File: src/rtl/dtm_tap_dmi.sv
// JTAG debug transport module: 1149.1 TAP with IDCODE/DTMCS/DMI/BYPASS data registers and a DMI request port.
// Optional dmihardreset support is compiled in with `define DTM_DMIHARDRESET_EN.
module dtm_tap_dmi #(
  parameter int          ABITS      = 7,
  parameter logic [31:0] IDCODE_VAL = 32'h0000_0001,
  parameter logic [2:0]  IDLE_HINT  = 3'd1
) (
  input  logic             TCK,
  input  logic             TRST,
  input  logic             TMS,
  input  logic             TDI,
  output logic             TDO,
  output logic             dmi_req_valid,
  input  logic             dmi_req_ready,
  output logic [ABITS-1:0] dmi_req_addr,
  output logic [31:0]      dmi_req_data,
  output logic [1:0]       dmi_req_op,
  input  logic             dmi_resp_valid,
  output logic             dmi_resp_ready,
  input  logic [31:0]      dmi_resp_data,
  input  logic [1:0]       dmi_resp_op,
  output logic             dmi_hardreset
);

  localparam int DRW = ABITS + 34;

  localparam logic [4:0] IR_IDCODE = 5'h01;
  localparam logic [4:0] IR_DTMCS  = 5'h10;
  localparam logic [4:0] IR_DMI    = 5'h11;

  typedef enum logic [3:0] {
    TLR    = 4'd0,
    RTI    = 4'd1,
    SEL_DR = 4'd2,
    CAP_DR = 4'd3,
    SH_DR  = 4'd4,
    EX1_DR = 4'd5,
    PA_DR  = 4'd6,
    EX2_DR = 4'd7,
    UPD_DR = 4'd8,
    SEL_IR = 4'd9,
    CAP_IR = 4'd10,
    SH_IR  = 4'd11,
    EX1_IR = 4'd12,
    PA_IR  = 4'd13,
    EX2_IR = 4'd14,
    UPD_IR = 4'd15
  } tap_state_e;

  tap_state_e       r_state;
  tap_state_e       w_state_nxt;
  logic [4:0]       r_ir;
  logic [DRW-1:0]   r_shift;
  logic [DRW-1:0]   w_shift_nxt;
  logic             r_tdo;
  logic             r_req_valid;
  logic [ABITS-1:0] r_req_addr;
  logic [31:0]      r_req_data;
  logic [1:0]       r_req_op;
  logic             r_pending;
  logic [1:0]       r_dmistat;
  logic [31:0]      r_resp_data;
  logic [ABITS-1:0] r_last_addr;

  logic [31:0]      w_dtmcs;
  logic [1:0]       w_op_field;
  logic [1:0]       w_dmi_op;
  logic [31:0]      w_dmi_data;
  logic [ABITS-1:0] w_dmi_addr;
  logic             w_dmi_cap;
  logic             w_dmi_upd;
  logic             w_dtmcs_upd;
  logic             w_issue;
  logic             w_resp_acc;
  logic             w_hardreset_req;
  logic             w_dmireset;

  assign w_dtmcs    = {14'b0, 2'b0, 1'b0, IDLE_HINT, r_dmistat, 6'(ABITS), 4'd1};
  assign w_op_field = r_pending ? 2'd3 : r_dmistat;
  assign w_dmi_op   = r_shift[1:0];
  assign w_dmi_data = r_shift[33:2];
  assign w_dmi_addr = r_shift[DRW-1:34];

  assign w_dmi_cap   = (r_state == CAP_DR) && (r_ir == IR_DMI);
  assign w_dmi_upd   = (r_state == UPD_DR) && (r_ir == IR_DMI);
  assign w_dtmcs_upd = (r_state == UPD_DR) && (r_ir == IR_DTMCS);
  assign w_issue     = w_dmi_upd && !r_pending && (r_dmistat == 2'd0) &&
                       ((w_dmi_op == 2'd1) || (w_dmi_op == 2'd2));
  assign w_resp_acc  = dmi_resp_valid && dmi_resp_ready;

`ifdef DTM_DMIHARDRESET_EN
  assign w_hardreset_req = w_dtmcs_upd && r_shift[17];
`else
  assign w_hardreset_req = 1'b0;
`endif
  assign w_dmireset = w_dtmcs_upd && (r_shift[16] || w_hardreset_req);

  assign TDO            = r_tdo;
  assign dmi_req_valid  = r_req_valid;
  assign dmi_req_addr   = r_req_addr;
  assign dmi_req_data   = r_req_data;
  assign dmi_req_op     = r_req_op;
  assign dmi_resp_ready = r_pending && !r_req_valid;

  // TAP state register
  always_ff @(posedge TCK or posedge TRST) begin
    if (TRST) begin
      r_state <= TLR;
    end else begin
      r_state <= w_state_nxt;
    end
  end

  // TAP next-state decode
  always_comb begin
    w_state_nxt = r_state;
    case (r_state)
      TLR:     w_state_nxt = TMS ? TLR    : RTI;
      RTI:     w_state_nxt = TMS ? SEL_DR : RTI;
      SEL_DR:  w_state_nxt = TMS ? SEL_IR : CAP_DR;
      CAP_DR:  w_state_nxt = TMS ? EX1_DR : SH_DR;
      SH_DR:   w_state_nxt = TMS ? EX1_DR : SH_DR;
      EX1_DR:  w_state_nxt = TMS ? UPD_DR : PA_DR;
      PA_DR:   w_state_nxt = TMS ? EX2_DR : PA_DR;
      EX2_DR:  w_state_nxt = TMS ? UPD_DR : SH_DR;
      UPD_DR:  w_state_nxt = TMS ? SEL_DR : RTI;
      SEL_IR:  w_state_nxt = TMS ? TLR    : CAP_IR;
      CAP_IR:  w_state_nxt = TMS ? EX1_IR : SH_IR;
      SH_IR:   w_state_nxt = TMS ? EX1_IR : SH_IR;
      EX1_IR:  w_state_nxt = TMS ? UPD_IR : PA_IR;
      PA_IR:   w_state_nxt = TMS ? EX2_IR : PA_IR;
      EX2_IR:  w_state_nxt = TMS ? UPD_IR : SH_IR;
      UPD_IR:  w_state_nxt = TMS ? SEL_DR : RTI;
      default: w_state_nxt = TLR;
    endcase
  end

  // Shared IR/DR shift register: capture values and LSB-first shifting with TDI at the selected MSB
  always_comb begin
    w_shift_nxt = r_shift;
    if (r_state == CAP_IR) begin
      w_shift_nxt = {{(DRW-5){1'b0}}, 5'b00001};
    end else if (r_state == SH_IR) begin
      w_shift_nxt = {{(DRW-5){1'b0}}, TDI, r_shift[4:1]};
    end else if (r_state == CAP_DR) begin
      case (r_ir)
        IR_IDCODE: w_shift_nxt = {{(DRW-32){1'b0}}, IDCODE_VAL};
        IR_DTMCS:  w_shift_nxt = {{(DRW-32){1'b0}}, w_dtmcs};
        IR_DMI:    w_shift_nxt = {r_last_addr, r_resp_data, w_op_field};
        default:   w_shift_nxt = {DRW{1'b0}};
      endcase
    end else if (r_state == SH_DR) begin
      case (r_ir)
        IR_IDCODE: w_shift_nxt = {{(DRW-32){1'b0}}, TDI, r_shift[31:1]};
        IR_DTMCS:  w_shift_nxt = {{(DRW-32){1'b0}}, TDI, r_shift[31:1]};
        IR_DMI:    w_shift_nxt = {TDI, r_shift[DRW-1:1]};
        default:   w_shift_nxt = {{(DRW-1){1'b0}}, TDI};
      endcase
    end else begin
      w_shift_nxt = r_shift;
    end
  end

  // Shift register and instruction register
  always_ff @(posedge TCK or posedge TRST) begin
    if (TRST) begin
      r_shift <= {DRW{1'b0}};
      r_ir    <= IR_IDCODE;
    end else begin
      r_shift <= w_shift_nxt;
      if (r_state == TLR) begin
        r_ir <= IR_IDCODE;
      end else if (r_state == UPD_IR) begin
        r_ir <= r_shift[4:0];
      end
    end
  end

  // TDO launches on the falling edge so the host samples it cleanly on the next rising edge
  always_ff @(negedge TCK or posedge TRST) begin
    if (TRST) begin
      r_tdo <= 1'b0;
    end else begin
      r_tdo <= ((r_state == SH_DR) || (r_state == SH_IR)) ? r_shift[0] : 1'b0;
    end
  end

  // DMI request/response handshake; request fields only load on issue, so they hold while valid
  always_ff @(posedge TCK or posedge TRST) begin
    if (TRST) begin
      r_req_valid <= 1'b0;
      r_req_addr  <= {ABITS{1'b0}};
      r_req_data  <= 32'h0;
      r_req_op    <= 2'd0;
      r_pending   <= 1'b0;
      r_resp_data <= 32'h0;
      r_last_addr <= {ABITS{1'b0}};
    end else if (w_hardreset_req) begin
      r_req_valid <= 1'b0;
      r_pending   <= 1'b0;
    end else if (w_issue) begin
      r_req_valid <= 1'b1;
      r_req_addr  <= w_dmi_addr;
      r_req_data  <= w_dmi_data;
      r_req_op    <= w_dmi_op;
      r_pending   <= 1'b1;
      r_last_addr <= w_dmi_addr;
    end else begin
      if (r_req_valid && dmi_req_ready) begin
        r_req_valid <= 1'b0;
      end
      if (w_resp_acc) begin
        r_pending   <= 1'b0;
        r_resp_data <= dmi_resp_data;
      end
    end
  end

  // Sticky DMI status: dmireset wins, then busy on access while pending, then first error response
  always_ff @(posedge TCK or posedge TRST) begin
    if (TRST) begin
      r_dmistat <= 2'd0;
    end else if (w_dmireset) begin
      r_dmistat <= 2'd0;
    end else if ((w_dmi_cap || w_dmi_upd) && r_pending) begin
      r_dmistat <= 2'd3;
    end else if (w_resp_acc && (r_dmistat == 2'd0) &&
                 ((dmi_resp_op == 2'd2) || (dmi_resp_op == 2'd3))) begin
      r_dmistat <= dmi_resp_op;
    end
  end

`ifdef DTM_DMIHARDRESET_EN
  logic r_hardreset;

  // One-cycle debug-module reset pulse
  always_ff @(posedge TCK or posedge TRST) begin
    if (TRST) begin
      r_hardreset <= 1'b0;
    end else begin
      r_hardreset <= w_hardreset_req;
    end
  end

  assign dmi_hardreset = r_hardreset;
`else
  assign dmi_hardreset = 1'b0;
`endif

endmodule

File: config.mk
export PLATFORM = sky130hd
export DESIGN_NAME = dtm_tap_dmi
export DESIGN_NICKNAME = d
export VERILOG_FILES = /design/src/rtl/dtm_tap_dmi.sv
export SDC_FILE = /design/constraint.sdc
export NUM_CORES = 1
export LEC_CHECK = 0
export ABC_AREA = 1
export CAP_MARGIN = 20
export CELL_PAD_IN_SITES_DETAIL_PLACEMENT = 0
export CELL_PAD_IN_SITES_GLOBAL_PLACEMENT = 1
export CORE_MARGIN = 4
export CORE_UTILIZATION = 41
export CTS_CLUSTER_DIAMETER = 80
export DETAILED_ROUTE_END_ITERATION = 6
export PLACE_DENSITY = 0.84
export SYNTH_ARGS = -nofsm -noshare
export SYNTH_HDL_FRONTEND = slang
export SYNTH_SLANG_ARGS = --single-unit
File: constraint.sdc
create_clock -name TCK -period 4.85 [get_ports TCK]
set_input_delay 0.97 -clock TCK [delete_from_list [all_inputs] [get_ports TCK]]
set_output_delay 0.97 -clock TCK [all_outputs]
set_load 0.01 [all_outputs]
Word level (Yosys, flattened, before mapping)
Cells that the tools add are included.
{ "word_totals": {"register_bits": 128, "output_inout_bits": 45, "word_cells": 95} }
{ "classes": {"eq_ne": 22, "muxes": 30, "bitwise_logic": 1, "n_reduce_logical": 31} }
{ "op_table": {"columns": ["cell", "count"], "rows": [
  ["$mux W41", 4],
  ["$pmux W41 S3", 1],
  ["$pmux W41 S2", 1],
  ["$pmux W4 S12", 1],
  ["$eq A4 B4 Y1 const B", 8],
  ["$eq A4 B3 Y1 const B", 4],
  ["$mux W4", 4],
  ["$mux W2", 7],
  ["$logic_and A1 B1 Y1", 13],
  ["$eq A5 B5 Y1 const B", 2],
  ["$mux W5", 2],
  ["$eq A4 B2 Y1 const B", 2],
  ["$mux W1", 8],
  ["$eq A2 B2 Y1 const B", 3],
  ["$mux W3", 2],
  ["$reduce_bool A2 Y1", 3],
  ["$reduce_or A2 Y1", 3],
  ["$eq A5 B1 Y1 const B", 1],
  ["$eq A4 B1 Y1 const B", 1],
  ["$logic_not A4 Y1", 1],
  ["$logic_or A1 B1 Y1", 4],
  ["$reduce_bool A4 Y1", 1],
  ["$reduce_bool A3 Y1", 1],
  ["$reduce_or A3 Y1", 1],
  ["5 further kinds", 6]
]} }

Logic depth before layout (Yosys ltp)
{ "depth": {"ltp_word": 8, "mapped_depth": 10} }

==> reports/metrics.csv <==
stage,metric,value,unit
yosys,Synth Cell Area,5972,µm²
min_path,Hold Crit Class,reg2reg,
job,# Max-Cap Violations,0,
floorplanning,# rows,43,
critical_path,data arrival time of the worst path,3.74,ns
critical_path,Crit Path Class,reg2out,
yosys,Unique masters post-synth,31,
global_route,global-route wire length before repair,23.59,mm
yosys,sequential-to-total area share from yosys stat,53.66,%
floorplanning,chip width,128.7,µm
layout,fraction of layout cells with a size suffix above 1,7.266,%
layout,Final Core Density,53.10,%
clocking,clk sinks,128,
global_route,largest net degree at the start of global routing,82,
critical_path,Critical Path RT,3.88,ns
yosys,Synth async-reset ratio,100.0,%
floorplanning,# IOs,85,
sta,Fin. Hold Viols,0,
routing,drt first pass iters,5,
critical_path,crit-path max cell delay,0.53,ns
routing,Remaining DRCs,0,
global_route,vias in the first global route,4799,
critical_path,Buf/Inv on CP,1,
clocking,Root Buffer,clkbuf_16,
critical_path,kind of start point of the critical path,flop,
routing,vias,4784,
yosys,Mapped Cells,722,
sta,hold_ws,0.4769,ns
place,I/O Buffers,83,
layout,# diodes,0,
yosys,Synth Area per Inst,8.271,µm²
clocking,CTS Buffer Depth,2,
clocking,post-cts gate resize count,0,
clocking,CTS tree,yes,
clocking,Post-CTS Repair Setup Buffers,0,
critical_path,"CP delay by family, top",buffers and inverters,
layout,nets,839,
yosys,post-synthesis xor/xnor area fraction,0,%
place,routability cong.,0.7822,
outcome,status,completed,
clocking,clock-pin slew on the worst setup and hold paths,0.06,ns
floorplanning,die height,128.7,µm
yosys,Yosys Warn Count,0,
layout,Area growth syn-to-layout,25.33,%
floorplanning,Initial Utilization,42.37,%
clocking,CTS Hold Bufs,0,
yosys,multiplexer area fraction after synthesis,0,%
critical_path,cell at the slowest stage of the critical path,clkdlybuf4s50_1,
sta,Worst Tran Pin Value,0.9803,ns
yosys,simple-gate share of the synthesized area,15.65,%
place,Post-DP HPWL,9.416,mm
sta,Final TNS setup,0,ns
routing,post-route ant nets,0,
clocking,CTS H-tree depth,4,
power_and_ir_drop,total power,3.674,mW
yosys,synthesized flop and latch total,128,
sta,RSZ-0062 raised after global routing,no,
clocking,clock insertion delay at the later pin of the skew report,0.42,ns
routing,DRT iter0 DRCs,405,
yosys,Post-synth EDFFs,0,
yosys,post-synthesis compound-gate area fraction,16.26,%
power_and_ir_drop,PD cells,490.9,nW/µm²
global_route,GRT overflow,0,
routing,vias per inst,4.823,
floorplanning,Die ar.,16560,µm²
global_route,initial antenna violation count,0,
global_route,total track usage,17.89,%
sta,setup violators final,0,
critical_path,crit path capture type,output port,
power_and_ir_drop,VDD IR-drop max,0.0002645,V
sta,Final Skew,0.02865,ns
yosys,largest family of logic cells by synthesized area,compound AO/OA/AOI/OAI gates,
power_and_ir_drop,Leak,3.934,nW
yosys,Post-synth top flop,dfrtp_1,
yosys,post-synthesis adder-cell area fraction,0,%
critical_path,CP max FO,1,
sta,max_slew headroom,34.25,%
clocking,total CTS buffers,17,
routing,drt total wl,14.08,mm
floorplanning,area of the core,14100,µm²
routing,Wirelength per Cell,14.19,µm
critical_path,crit path cell chain,clkdlybuf4s50_1,
sta,Slew Limit Fails,0,
yosys,syn_nets,762,
[final timing paths]
check	startpoint	end	slack, ns	depth (start not counted)
max in group asynchronous	TRST	TDO	1.61	2
worst min register to register	r_shift[22]	dmi_req_data[20]	0.48	2
worst max register to register	r_state[1]	TDO	1.25	4
worst min-delay path	r_shift[22]	dmi_req_data[20]	0.48	2
min in group asynchronous	TRST	r_state[1]	1.16	3
worst max-delay path	TDO	TDO	0.14	1
[layer usage]
layer	wire, µm	share of wire (%)	global-route usage (%)
met4	155	1.1	5.435
met3	494	3.5	4.317
met2	7046	50	29.97
met5	0	0	0
met1	6381	45	23.05
[layout make-up]
class | instances | area, µm²
Fill cell | 1291 | 6611
Sequential cell | 128 | 3204
Multi-Input combinational cell | 400 | 1909
Timing Repair Buffer | 86 | 853.3
Inverter | 166 | 628.1
Clock buffer | 22 | 484.2
Tap cell | 180 | 225.2
Clock inverter | 10 | 180.2
[cell usage after synthesis (3+ instances only)]
cell type    n  area [µm²]
nor3_1       3       15.01
o21ai_2      4       35.03
nand2_4      3       33.78
nor2_1      17       63.81
o21ai_1     68       340.3
o21ai_0     58       290.3
a21oi_1     10       50.05
clkbuf_1     4       15.01
inv_1      162       608.1
nand2_1    172       645.6
nand2_2      5       31.28
o22ai_1     30       187.7
nand3_1     10       50.05
nor2_4       4       45.04
dfrtp_1    126        3153
nor2_2       3       18.77
buf_6       15       168.9
buf_2        7       35.03
o211ai_1     5       37.54
[state kept, by name (all words and copies together), names as in the netlist, 2 cells and up]
signal	count
dmi_req_data	32
dmi_req_op	2
r_dmistat	2
r_ir	5
r_last_addr	7
r_resp_data	32
r_shift	41
r_state	4
[through the flow]
| step | instance area, µm² | cells | setup slack (ns) |
|---|---|---|---|
| final | 7485 | 992 | 0.1442 |
| after global routing | 7485 | 992 | 0.09476 |
| after CTS | 7485 | 992 | 0.1207 |
| after detailed placement | 6820 | 960 | 0.5604 |
| after global placement | 6820 | 960 | 0.5416 |
| after floorplan | 5976 | 722 | -0.02029 |
[cell families after synthesis]
| family | after synthesis |
|---|---|
| AND/OR/NAND/NOR | 220 |
| AO/OA/AOI/OAI | 179 |
| other | 1 |
| buffers and inverters | 194 |
| flip-flops | 128 |
[power by group]
part	internal (mW)	switching (mW)	total (mW)
Clock	0.964	0.457	1.42
Combinational	0.260	0.562	0.822
Sequential	1.30	0.128	1.43
[placed cells by master, fill, tap and decap left out, drive strengths merged, types with 5 or more instances in the layout]
master | netlist | layout
nand2 | 180 | 180
inv | 164 | 163
o21ai | 130 | 130
dfrtp | 126 | 126
clkdlybuf4s50 | 0 | 83
o22ai | 30 | 30
nor2 | 24 | 24
clkbuf | 4 | 22
nand3 | 11 | 11
a21oi | 10 | 10
o211ai | 5 | 5
bufinv | 0 | 5
clkinv | 2 | 5
Power figures use the tool's default switching activity.
